[src/rtl/ex_muldiv.sv]
// Iterative 32-bit multiply/divide unit with architectural HI/LO registers.
// Divider datapath and DIV/DIVU are built only when EX_MULDIV_DIV_EN is defined.
module ex_muldiv (
  input  logic        CLK,
  input  logic        nRST,
  input  logic        start,
  input  logic [2:0]  op,
  input  logic [31:0] rs_i,
  input  logic [31:0] rt_i,
  input  logic        flush,
  output logic        busy,
  output logic        done,
  output logic [31:0] hi_o,
  output logic [31:0] lo_o
);

  typedef logic [31:0] word_t;
  typedef enum logic [1:0] {IDLE = 2'd0, RUN = 2'd1, FIX = 2'd2} state_e;

  localparam logic [2:0] OP_MULT  = 3'b000;
  localparam logic [2:0] OP_MULTU = 3'b001;
  localparam logic [2:0] OP_DIV   = 3'b010;
  localparam logic [2:0] OP_MTHI  = 3'b100;
  localparam logic [2:0] OP_MTLO  = 3'b101;

  state_e      state_q;
  logic [4:0]  cnt_q;
  logic [32:0] acc_q;
  word_t       q_q, b_q, hi_q, lo_q;
  logic        neg_q, done_q;
`ifdef EX_MULDIV_DIV_EN
  localparam logic [2:0] OP_DIVU = 3'b011;
  logic        is_div_q, neg_rem_q, dvz_q;
  logic [32:0] div_shift;
  logic [33:0] div_diff;
`endif

  logic        signed_op, is_md_op;
  word_t       rs_mag, rt_mag;
  logic [32:0] mul_sum, acc_step;
  word_t       q_step, res_hi, res_lo;
  logic [63:0] prod_mag, prod_fix;

  always_comb begin
    signed_op = (op == OP_MULT) || (op == OP_DIV);
    is_md_op  = (op == OP_MULT) || (op == OP_MULTU);
`ifdef EX_MULDIV_DIV_EN
    is_md_op  = is_md_op || (op == OP_DIV) || (op == OP_DIVU);
`endif
    rs_mag = (signed_op && rs_i[31]) ? word_t'(-rs_i) : rs_i;
    rt_mag = (signed_op && rt_i[31]) ? word_t'(-rt_i) : rt_i;
  end

  // One iteration. Multiply: q_q is the low half of {acc, mplier}, b_q the addend.
  // Divide: q_q shifts dividend bits out and quotient bits in, b_q is the divisor.
  always_comb begin
    mul_sum  = {1'b0, acc_q[31:0]} + (q_q[0] ? {1'b0, b_q} : 33'd0);
    acc_step = {1'b0, mul_sum[32:1]};
    q_step   = {mul_sum[0], q_q[31:1]};
`ifdef EX_MULDIV_DIV_EN
    div_shift = {acc_q[31:0], q_q[31]};
    div_diff  = {1'b0, div_shift} - {2'b00, b_q};
    if (is_div_q) begin
      if (!div_diff[33]) begin
        acc_step = div_diff[32:0];
        q_step   = {q_q[30:0], 1'b1};
      end else begin
        acc_step = div_shift;
        q_step   = {q_q[30:0], 1'b0};
      end
    end
`endif
  end

  always_comb begin
    prod_mag = {acc_q[31:0], q_q};
    prod_fix = neg_q ? 64'(-prod_mag) : prod_mag;
    res_hi   = prod_fix[63:32];
    res_lo   = prod_fix[31:0];
`ifdef EX_MULDIV_DIV_EN
    // A zero divisor leaves |rs| in the remainder, so the signed fix restores rs.
    if (is_div_q) begin
      res_lo = dvz_q ? 32'hFFFF_FFFF : (neg_q ? word_t'(-q_q) : q_q);
      res_hi = neg_rem_q ? word_t'(-acc_q[31:0]) : acc_q[31:0];
    end
`endif
  end

  always_ff @(posedge CLK or negedge nRST) begin
    if (!nRST) begin
      state_q   <= IDLE;
      cnt_q     <= 5'd0;
      acc_q     <= '0;
      q_q       <= '0;
      b_q       <= '0;
      hi_q      <= '0;
      lo_q      <= '0;
      neg_q     <= 1'b0;
      done_q    <= 1'b0;
`ifdef EX_MULDIV_DIV_EN
      is_div_q  <= 1'b0;
      neg_rem_q <= 1'b0;
      dvz_q     <= 1'b0;
`endif
    end else begin
      done_q <= 1'b0;
      if (flush) begin
        state_q <= IDLE;
      end else begin
        case (state_q)
          IDLE: begin
            if (start) begin
              if (op == OP_MTHI) begin
                hi_q <= rs_i;
              end else if (op == OP_MTLO) begin
                lo_q <= rs_i;
              end else if (is_md_op) begin
                state_q   <= RUN;
                cnt_q     <= 5'd0;
                acc_q     <= '0;
                q_q       <= rs_mag;
                b_q       <= rt_mag;
                neg_q     <= signed_op && (rs_i[31] ^ rt_i[31]);
`ifdef EX_MULDIV_DIV_EN
                is_div_q  <= op[1];
                neg_rem_q <= signed_op && rs_i[31];
                dvz_q     <= (rt_i == 32'd0);
`endif
              end
            end
          end
          RUN: begin
            acc_q <= acc_step;
            q_q   <= q_step;
            cnt_q <= cnt_q + 5'd1;
            if (cnt_q == 5'd31) state_q <= FIX;
          end
          FIX: begin
            hi_q    <= res_hi;
            lo_q    <= res_lo;
            done_q  <= 1'b1;
            state_q <= IDLE;
          end
          default: state_q <= IDLE;
        endcase
      end
    end
  end

  assign busy = (state_q != IDLE);
  assign done = done_q;
  assign hi_o = hi_q;
  assign lo_o = lo_q;

endmodule

[config.mk]
export PLATFORM = sky130hd
export DESIGN_NAME = ex_muldiv
export DESIGN_NICKNAME = d
export VERILOG_FILES = /design/src/rtl/ex_muldiv.sv
export SDC_FILE = /design/constraint.sdc
export NUM_CORES = 1
export LEC_CHECK = 0
export BUFFER_PORTS_ARGS = -buffer_cell sky130_fd_sc_hd__buf_4
export CAP_MARGIN = 10
export CORE_MARGIN = 3
export CORE_UTILIZATION = 55
export CTS_CLUSTER_SIZE = 12
export DETAILED_ROUTE_END_ITERATION = 6
export GPL_TIMING_DRIVEN = 1
export PLACE_DENSITY_LB_ADDON = 0.3
export SYNTH_ARGS = -nofsm -noshare
export SYNTH_HDL_FRONTEND = slang
export SYNTH_SLANG_ARGS = --single-unit
[constraint.sdc]
create_clock -name CLK -period 3.85 [get_ports CLK]
set_clock_uncertainty 0.05 [all_clocks]
set_input_delay 0.1925 -clock CLK [delete_from_list [all_inputs] [get_ports CLK]]
set_output_delay 0.1925 -clock CLK [all_outputs]
set_load 0.05 [all_outputs]
After elaboration in Yosys (flattened, before gate mapping)
Index checks and enable logic that the tools add are counted.
{"block": "op_classes", "addsub": 5, "eq_ne": 18, "muxes": 35, "bitwise": 4, "n_reduce_logical": 15}
{"cell": "32-bit 2-to-1 mux", "count": 16}
{"cell": "32-bit case mux with 2 select lines", "count": 4}
{"cell": "64-bit 2-to-1 mux", "count": 1}
{"cell": "32-bit negation", "count": 2}
{"cell": "64-bit negation", "count": 1}
{"cell": "32-bit by 32-bit adder with 33-bit output", "count": 1}
{"cell": "5-bit 2-to-1 mux", "count": 4}
{"cell": "3-bit != test (second input constant)", "count": 5}
{"cell": "2-bit 2-to-1 mux", "count": 6}
{"cell": "2-bit != test (second input constant)", "count": 6}
{"cell": "6-bit AND reduction", "count": 2}
{"cell": "5-bit case mux with 2 select lines", "count": 1}
{"cell": "5-bit AND reduction", "count": 2}
{"cell": "3-bit == test (second input constant)", "count": 2}
{"cell": "2-bit nonzero test", "count": 3}
{"cell": "5-bit by 1-bit adder with 5-bit output (second input constant)", "count": 1}
{"cell": "5-bit == test (second input constant)", "count": 1}
{"cell": "2-bit case mux with 2 select lines", "count": 1}
{"cell": "4-bit AND reduction", "count": 1}
{"cell": "3-bit by 1-bit == test with 1-bit output (second input constant)", "count": 1}
{"cell": "3-bit by 2-bit == test with 1-bit output (second input constant)", "count": 1}
{"cell": "1-bit logical AND", "count": 3}
{"cell": "3-bit logical NOT", "count": 1}
{"cell": "1-bit NOT", "count": 3}
{"cell": "6 further kinds", "count": 8}
{"block": "totals", "regBits": 169, "in_bits": 71, "output_inout_bits": 66, "word_cells": 86}

Logic depth before layout (Yosys ltp)
{"block": "logic_depth", "depth_word": 9, "mapped_depth": 13, "mapped_depth_nobuf": 11}

Least setup slack after synthesis
Ideal clock, no wire load.
{"block": "synth_path", "path_kind": "register to register", "from": "register q_q[0]", "to": "register acc_q[23]", "setup_ns": 0.124, "t_arrival_ns": 3.064, "t_required_ns": 3.676, "setup_slack_ns": 0.612, "stages_incl_launch_ff": 14, "n_path_buf": 2, "period_less_slack_ns": 3.238, "cell_sequence": "dfrtp_1 -> clkbuf_1 -> clkbuf_1 -> and2_1 -> ha_1 -> inv_1 -> fa_1 -> nor2b_1 -> o2111ai_1 -> a211oi_1 -> o21ai_0 -> o21ai_0 -> a21oi_1 -> a211o_1"}
{"block": "synth_via", "elab_chain_len": 3}
{"element": "start, declared", "line": "29", "text": "word_t q_q, b_q, hi_q, lo_q;"}
{"element": "start signal, assigned", "line": "121", "text": "q_q <= rs_mag;"}
{"element": "start signal, assigned", "line": "134", "text": "q_q <= q_step;"}
{"element": "32-bit 2-to-1 mux", "line": "57", "text": "mul_sum = {1'b0, acc_q[31:0]} + (q_q[0] ? {1'b0, b_q} : 33'd0);"}
{"element": "32-bit by 32-bit adder with 33-bit output", "line": "57"}
{"element": "32-bit case mux with 2 select lines", "line": "110", "text": "case (state_q)"}
{"element": "end signal, assigned", "line": "133", "text": "acc_q <= acc_step;"}
{"element": "end, declared", "line": "28", "text": "logic [32:0] acc_q;"}
Every way passes these cells.
A chain may end at the register's enable or synchronous reset.

Worst setup path in the final report
Same ends and word-level chain as after synthesis.

==> results.md <==
Logic synthesis:
- The share of synthesized area in the top cell type comes to 0.362.
- The number of cells produced by synthesis is roughly 1,500.
- Of the synthesized area, sequential elements account for 0.362.
- The number of synthesized flops with an enable pin is 0.
- The proportion of synthesized flip-flops having asynchronous set or reset is 1.00.
- The largest area contributor in the netlist is dfrtp_1.
- The total standard cell area after synthesis is ~12,000 µm².
- By area the synthesized netlist is led by dfrtp_1, o21ai_0, nand2_1.
- After synthesis the netlist holds a flip-flop and latch count of 169.
- For this run, the number of Yosys warnings is 0.
- The distinct cell type count of the synthesized netlist is between 60 and 70.
- Dividing the synthesized area by the synthesized cell count gives between 8 and 9 µm².
- The net count of the mapped netlist is between 1,500 and 2,000.
- The predominant post-synthesis flop cell is dfrtp_1.

Worst setup path:
- The cell family contributing the most delay on the critical path is compound AO/OA/AOI/OAI gates.
- STA puts the critical path data arrival time at ~3.8 ns.
- The required time of the worst setup path is about 4.1 ns.
- The largest fanout on the critical path is 36.
- On the worst path, the slowest cell contributes a delay of roughly 0.49 ns.
- The number of cell instances on the worst register-to-register path is 10.
- The critical path runs through a total of 10 cells.
- Together, buffers and inverters on the worst path number 1.
- The worst setup path is launched from a flip-flop.
- The worst-path cell with the longest stage delay is a211oi_1.
- The critical path class is flip-flop to flip-flop.
- The sort of element at the end of the critical path is a flip-flop.
- The signal on the critical path passes through buf_4 > nand2_1 > fa_1 > nor2b_1 > o2111ai_1 > a211oi_1 > o21ai_0 > o21ai_1 > a21oi_1 > a211o_1.

Final layout:
- The ratio of cells with drive above 1 in the final layout is 0.138.
- The top cell types in the final layout, fill and taps aside, are nand2_1, o21ai_0, dfrtp_1, buf_4, nor2_1.
- The leading cell type in the layout, fill and taps excluded is nand2_1.
- The number of inserted diodes is 0.
- The net count of the finished layout is roughly 1,700.
- The relative area change from synthesis to final layout is 16.2%.

Timing:
- Setup repair after global routing left no endpoint under its margin.
- The final count of pins violating max slew is 0.
- Of the available clock period, the critical path in the final layout requires 0.909.
- The smallest setup slack after layout is roughly 0.35 ns.
- Measured against its own limit, the worst slew margin works out to 0.241.
- The count of endpoints failing setup in the final report is 0.
- For the pin with the worst max-slew slack, the measured transition is approximately 1.1 ns.
- For the final routed database, the setup TNS stands at 0 ns.
- The final critical delay including setup and external delays is 3.50 ns.
- The final-report hold violation count is 0.
- The maximum clock frequency is 286 MHz.

Power:
- The power per cell area is 587 nW/µm².
- Of the total power, the clock network draws 0.222.
- For this design the static power due to leakage is 0.00607 µW.
- Of the total power, combinational logic draws 0.421.
- For this design the total switching power over the nets is between 3000 and 4000 µW.
- The share of total power dissipated in sequential elements is 0.357.
- The internal cell power is approximately 4400 µW.
- The worst ir drop on vdd is ~270 µV.
- The switching share of power is 0.442.

Floorplan:
- The core box area is roughly 21,000 µm².
- The number of standard-cell rows in the floorplan is 52.
- The total die area is between 20,000 and 25,000 µm².
- For this configuration, the core starts out at a cell density of 0.568.
- The vertical extent of the die is roughly 150 µm.
- Pin placement for this block handled between 100 and 150 I/O pins.
- The x dimension of the die is ~150 µm.

Clock tree:
- The CTS H-tree depth is 4.
- The TritonCTS clock tree is yes.
- After clock tree synthesis, the clock-pin slew on the worst setup and hold paths is 0.08 ns.
- The number of CTS-inserted buffers is 17.
- The later pin in the worst-skew pair is clocked with a latency of about 0.44 ns.
- The count of clock tree sinks is roughly 170.
- Once the clock tree was built, the setup fixing pass inserted 0 buffers.
- No sink is reached through more buffers than the 2 on the longest clock path.
- The root buffer cell is clkbuf_16.

Routing:
- After detailed routing, the number of vias per cell comes to 6.14.
- In the final routed layout, each cell accounts on average for 19.3 µm.
- Across all layers, the routed design uses 11,282 vias.
- For this run, design rule violations remaining after detail routing come to 0.
- The count of antenna-violating nets left after detailed routing is 0.
- The final wirelength is approximately 35 mm.
- In this run, the number of DRC markers left after iteration 0 of detailed routing was ~1,200.
- For this run, the detailed router's first-pass iteration total came to 6.

GRT:
- The total grt overflow is 0.
- The first global-routing pass estimated between 50 and 60 mm of wire.
- The number of antenna violations at the first check in global routing is 0.
- The maximum number of pins on one net before global-route repair is 99.
- The via count of the first global-routing pass is approximately 10,000.
- The total routing usage reported by global routing is 0.311.

Outcome:
- The flow ran to the end, and the final reports show no timing, DRC or antenna violations.

Run:
- The number of violations of the max-capacitance limit is 0.

Placed design:
- The worst slack at placement is between 0.2 and 0.3 ns.
- The half-perimeter wire length after detailed placement is 26.6 mm.
- The count of buffers inserted at the top-level ports is between 100 and 150.
- At the end of routability-driven placement, the weighted congestion stood at around 1.

Hold path:
- The path class of the tightest hold or removal check is input pin to flip-flop.
- The worst hold path passes through 3 cells.
-- cells by family after synthesis --
| family | after synthesis | share of synthesized area |
|---|---|---|
| flops | 169 | 0.362 |
| xor+xnor | 138 | 0.104 |
| compound gates | 440 | 0.226 |
| mux | 10 | 0.00911 |
| simple gates | 548 | 0.221 |
| buf+inv | 113 | 0.0364 |
| fa+ha+maj | 38 | 0.0414 |
-- registers in the layout (all words and copies together) (netlist names) --
name     flops
neg_q        1
done         1
b_q         32
hi_o        32
cnt_q        5
state_q      2
q_q         32
lo_o        32
acc_q       32
-- cell type report --
cell class,instances,area [µm²]
clock inverter,12,140
inverter,29,109
timing repair buffer,165,1250
clock buffer,19,453
sequential,169,4230
multi-input combinational,1174,7040
tap,270,338
fill,1809,7000
-- final timing paths --
check / slack (ns) / startpoint / end
max in group asynchronous: 2.44 / nRST / acc_q[18]
setup / recovery: 0.35 / q_q[0] / acc_q[23]
hold / removal: 0.005 / rt_i[21] / b_q[21]
min in group asynchronous: 0.36 / nRST / lo_o[11]
setup reg to reg: 0.35 / q_q[0] / acc_q[23]
hold reg to reg: 0.43 / b_q[8] / b_q[8]
-- worst min-delay path, stage by stage --
cell	delay, ns
buf_4	0.09
xnor2_1	0.10
o21ai_0	0.06
-- synthesized netlist by cell type (all sizes together) (9+ instances only) --
cell type,n
clkbuf,80
o31ai,41
o211ai,9
dfrtp,169
o41ai,13
nand3,25
xor2,85
inv,29
ha,37
nand4,16
nand2b,15
o21ai,179
or4,15
nor2,123
a31oi,11
or3,13
and2,39
a21o,12
nor3,22
o221ai,14
a21oi,117
nand2,230
xnor2,53
nor4,17
-- through the flow --
stage	hold slack [ns]	std cells	util	area, µm²	power (µW)
after floorplan	-0.153	1456	-	11700	5050
after global routing	0.0197	1838	0.659	13600	8400
after global placement	0.291	1804	0.629	12900	6050
final	0.00454	1838	0.659	13600	7950
after CTS	0.00944	1838	0.659	13600	7900
after detailed placement	0.293	1804	0.629	12900	6130
-- power groups by stage --
stage / clock [µW] / sequential, µW / combinational, µW
final: 1770 / 2840 / 3340
after global routing: 1840 / 2890 / 3670
after CTS: 1770 / 2810 / 3310
after detailed placement: 0 / 2840 / 3290
after global placement: 0 / 2820 / 3230
after floorplan: 0 / 3170 / 1880
-- metal layers --
layer	GRT usage	up-vias	wire length, µm
met5	0	-	0
li1	-	5373	-
met3	0.0479	100	3050
met1	0.438	5244	15300
met4	0.145	0	1630
met2	0.472	565	15600
-- what timing repair did --
action,4_1_cts,5_1_grt
hold buffers,3,0
gates resized for setup,0,1
endpoints found under the hold margin,97,0
endpoints found under the setup margin,0,2
Note: power is estimated with default switching activity, not from simulation.
